File: src/rtl/count_seq_sat_cnt.sv
// Saturating up-counter with synchronous clear; clear takes priority over increment.
module count_seq_sat_cnt #(
    parameter int W = 8
) (
    input  logic         clk,
    input  logic         rst,
    input  logic         inc_i,
    input  logic         clr_i,
    output logic [W-1:0] cnt_o
);

    logic [W-1:0] cnt_q;
    logic [W-1:0] cnt_d;

    always_comb begin
        cnt_d = cnt_q;
        if (clr_i) begin
            cnt_d = '0;
        end else if (inc_i && (cnt_q != {W{1'b1}})) begin
            cnt_d = cnt_q + W'(1);
        end
    end

    always_ff @(posedge clk or negedge rst) begin
        if (!rst) begin
            cnt_q <= '0;
        end else begin
            cnt_q <= cnt_d;
        end
    end

    assign cnt_o = cnt_q;

endmodule

File: config.mk
export PLATFORM = sky130hd
export DESIGN_NAME = count_seq_sat_cnt
export DESIGN_NICKNAME = d
export VERILOG_FILES = /design/src/rtl/count_seq_sat_cnt.sv
export SDC_FILE = /design/constraint.sdc
export NUM_CORES = 1
export LEC_CHECK = 0
export BUFFER_PORTS_ARGS = -buffer_cell sky130_fd_sc_hd__clkbuf_2
export CAP_MARGIN = 10
export CORE_AREA = 2 2 39 41
export DETAILED_ROUTE_END_ITERATION = 10
export DIE_AREA = 0 0 41 43
export PLACE_DENSITY = 0.55
export SYNTH_ARGS = -nofsm -noshare
export SYNTH_HDL_FRONTEND = slang
export SYNTH_SLANG_ARGS = --single-unit
File: constraint.sdc
create_clock -name clk -period 2.2 [get_ports clk]
set_input_delay 0.11 -clock clk [delete_from_list [all_inputs] [get_ports clk]]
set_output_delay 0.11 -clock clk [all_outputs]
set_load 0.02 [all_outputs]
# ---- After elaboration in Yosys (flattened, before gate mapping)
# Cells that the tools add are included.
dict set report totals {
  wordCells 7
  ram_bits 0
  mem_bits_ro 0
  latchBits 0
  ff_bits 8
  input_bits 4
  output_inout_bits 8
  memories 0
}
dict set report classes {
  div 0
  n_addsub 1
  n_eq_ne 1
  mul 0
  n_mux 2
  bitwise_logic 0
  reduce_logical 2
  shifts 0
  n_lt_le_gt_ge 0
}
# op count
set op_table {}
lappend op_table {{$mux 8} 2}
lappend op_table {{$add 8x1->8 const B} 1}
lappend op_table {{$ne 8x8->1 const B} 1}
lappend op_table {{$reduce_bool 2->1} 1}
lappend op_table {{$logic_and 1x1->1} 1}

# ---- Depth between registers and ports, before layout
dict set report logic_depth {
  word_depth 4
  ltp_mapped 4
  ltp_nobuf 4
}

# ---- Worst setup path after synthesis
# Ideal clock, no wire load.
dict set report synth_timing {
  kind {reg-to-reg}
  startpoint {register cnt_q[0], in the netlist cnt_o[0]}
  endpoint {register cnt_q[0], in the netlist cnt_o[0]}
  path_stages_with_launch 5
  required_ps 2075
  setup_ps 125
  arrival_ps 1567
  synth_period_minus_slack_ps 1691
  path_slack_ps 509
  n_path_buf 0
  cell_sequence {dfrtp_1 ha_1 and4_2 a21boi_1 mux2_2}
}
dict set report synth_via {
  elab_chain_cells 3
  elab_cells_between_ends 6
  cone_classes {add/sub (1); eq/ne (1); mux (2); reduce/logical (2)}
}
# item line
set synth_rtl {}
lappend synth_rtl {{start: declaration} 12} ;# logic [W-1:0] cnt_q;
lappend synth_rtl {{start signal: assignment} 28} ;# cnt_q <= cnt_d;
lappend synth_rtl {{$add 8x1->8 or $ne 8x8->1 (tied branches)} {20, 19}}
lappend synth_rtl {{$mux 8 or $logic_and 1x1->1 (tied branches)} 19} ;# end else if (inc_i && (cnt_q != {W{1'b1}})) begin
lappend synth_rtl {{$mux 8 or $reduce_bool 2->1 (tied branches)} -}
# Parallel ways exist; a longest one is shown, timed or not. The select of a mux whose other input is x is not followed.
# A chain may end at the register's enable or synchronous reset.

# ---- Worst setup path in the final report
# Ends and elaborated chain as after synthesis.

==> results.sh <==
export IMPL_synth_area_um2=464
export IMPL_core_area_um2=1380
export IMPL_clk_latency_ns=0.26
export IMPL_rsz0062_at_grt="no"
export IMPL_status="finished, final reports clean"
export IMPL_r2r_end="cnt_o[0]"
export IMPL_portBuffers=11
export IMPL_wl_per_cell_um=13.3
export IMPL_area_growth_synth_to_final_pct=21.3
export IMPL_path_delay_family="flip-flops"
export IMPL_multiInputGateArea_um2=248
export IMPL_num_vias=441
export IMPL_fin_crit_ns=1.70
export IMPL_slowest_stage="dfrtp_1"
export IMPL_largest_reg_flops=8
export IMPL_initial_utilization_pct=33.5
export IMPL_vias_per_cell=5.65
export IMPL_regToRegSetupSlack_ns=0.50
export IMPL_crit_path_end_kind="flop"
export IMPL_start_kind="flop"
export IMPL_syn_avg_cell_area_um2=9.47
export IMPL_synth_top_area_share_pct=43.1
export IMPL_drt_first_pass_iters=5
export IMPL_p_per_area_nw_per_um2=540
export IMPL_ys_ff_latch=8
export IMPL_syn_nets=54
export IMPL_crit_path_max_incr_delay_ns=0.43
export IMPL_clk_pin_slew_worst_paths_ns=0.06
export IMPL_nets=69
export IMPL_hold_viol_final=0
export IMPL_max_vdd_ir_drop_mv=0.238
export IMPL_yosysWarnings=0
export IMPL_cts_made_buffers=3
export IMPL_cp_required_ns=2.34
export IMPL_crit_path_max_fanout=7
export IMPL_die_w_um=41
export IMPL_fp_dieH_um=43
export IMPL_synthTopCellsByArea="dfrtp_1 (43%), mux2_2 (4.9%), nor3_1 (4.3%)"
export IMPL_ys_types=28
export IMPL_cts_root_buf="clkbuf_4"
export IMPL_ios=12
export IMPL_diodes=0
export IMPL_hp_class="in2reg"
export IMPL_cts_tree="yes"
export IMPL_syn_inst=49
export IMPL_route_detailed_drc=0
export IMPL_drt_initial_drc_count=15
export IMPL_slew_headroom_pct=74.0
export IMPL_dp_hpwl_um=747
export IMPL_wl_um=1040
export IMPL_reg2regPathDepth=4
export IMPL_setup_slack_ns=0.499
export IMPL_setup_tns_ns=0
export IMPL_setup_viol=0
export IMPL_critical_path_arrival_ns=1.84
export IMPL_layout_drive_gt1_share_pct=29.0
export IMPL_min_path_cells=2
export IMPL_ys_seq_area_share_pct=43.1
export IMPL_worst_path_buf_inv=0
export IMPL_die_area_um2=1760
export IMPL_fillers=147
export IMPL_postRouteAntennaNets=0
export IMPL_gp_congestion=0.768
export IMPL_path_cells="ha_1, and4_2, a21boi_1, mux2_2"
export IMPL_p_leak_nw=0.253
export IMPL_cp_depth=4
export IMPL_slew_violations=0
export IMPL_fin_skew_ns=0.00688
export IMPL_regArea_um2=200
export IMPL_grt_antenna_before_repair=0
export IMPL_cts_buffer_depth=2
export IMPL_holdPathEnd="cnt_o[7]"
export IMPL_worst_pin_slew_ns=0.381
export IMPL_post_place_ws_ns=0.504
export IMPL_grt_first_pass_wirelength_um=1750
export IMPL_max_freq_ghz=0.588
export IMPL_gr_total_overflow=0
export IMPL_ctsHtreeMaxLevel=1
export IMPL_num_rows=14
export IMPL_post_cts_buffers=0
export IMPL_worstSetupPathType="reg2reg"
export IMPL_cts_sinks=8
export IMPL_maxCapViolCount=0
export IMPL_cts_repair_resized=0
export IMPL_synth_top_area_cell="dfrtp_1"
export IMPL_r2r_start="cnt_o[0]"
export IMPL_grt_max_degree=12
export IMPL_fin_crit_sh_pct=77.3
export IMPL_grtUsageTotal_pct=15.0
export IMPL_grt_pass1_vias=387
export IMPL_worstHoldStart="clr_i"
-- area by class of cell --
cell class                 instances  share of cell area, %
sequential                         8                   35.6
tap                               16                   3.56
multi-input combinational         37                   44.0
inverter                           2                   1.33
clock buffer                       3                   4.00
timing repair buffer              12                   11.6
-- worst reg2reg max path, cell delays in order (launching register included) --
cell and delay, ns:
dfrtp_1 0.43, ha_1 0.29, and4_2 0.29, a21boi_1 0.22
mux2_2 0.36
-- worst max path at each step --
stage                     slack [ns]  endpoint  startpoint
after floorplan                 0.51  cnt_o[0]    cnt_o[0]
after global placement          0.54  cnt_o[0]    cnt_o[0]
after detailed placement        0.50  cnt_o[0]    cnt_o[0]
after CTS                       0.49  cnt_o[0]    cnt_o[0]
after global routing            0.42  cnt_o[0]    cnt_o[0]
final                           0.50  cnt_o[0]    cnt_o[0]
-- stage by stage --
step	instances	total power, mW	utilization [%]	hold WS, ns	instance area (um^2)
finish	78	0.304	40.7	0.182	563
global route	78	0.323	40.7	0.187	563
CTS	78	0.310	40.7	0.170	563
detailed placement	74	0.190	38.3	-0.0245	531
global placement	74	0.189	38.3	-0.0249	531
floorplan	49	0.177	-	-0.186	464
-- power by group --
part | total, mW | internal [mW] | switching [mW]
Clock | 0.116 | 0.0626 | 0.0530
Sequential | 0.156 | 0.151 | 0.00554
Combinational | 0.0322 | 0.0124 | 0.0197
-- timing repair --
| action | CTS | global route |
|---|---|---|
| endpoints found under the hold margin | 8 | 0 |
| hold buffers | 1 | 0 |
| setup endpoints to repair | 0 | 0 |
-- per-layer routing --
metal	part of all wire (%)	global-route usage, %
met5	0	0
met4	0	4.00
met3	7.8	9.42
met2	48	20.6
met1	44	19.1
-- placed cells by master, fill, tap and decap left out, types with 2 or more instances in the layout --
cell type  synthesis  layout
clkbuf_4           0       3
nand2b_1           3       3
nor3_1             4       4
nand3_1            2       2
a21oi_1            3       3
clkbuf_2           0      11
inv_1              2       2
mux2_2             2       2
nand2_1            2       2
nor2b_1            3       3
dfrtp_1            8       8
nor2_1             2       2
-- cell usage after synthesis (all sizes together) --
library cell,count
nand4,1
o21ai,1
a2111oi,1
nor3b,1
a41oi,1
nand2b,3
a31oi,1
and3,1
inv,2
ha,1
nor2b,3
nor4,1
nand2,2
nor3,4
dfrtp,8
mux2,2
clkbuf,1
nor2,2
a21boi,1
a211oi,1
buf,1
or3,1
mux2i,1
a21oi,3
and4,2
nand3,3
-- kinds of logic (layout without fill, tap and decap cells) --
kind of cell / count (synthesis) / in the layout / synth area share (%)
adders and majority gates: 1 / 1 / 2.69
DFF: 8 / 8 / 43.1
buffers and inverters: 4 / 17 / 3.50
muxes: 3 / 3 / 7.01
and+or+nand+nor: 24 / 24 / 31.0
AOI/OAI and AO/OA: 9 / 9 / 12.7
Note: power is estimated with default switching activity, not from simulation.
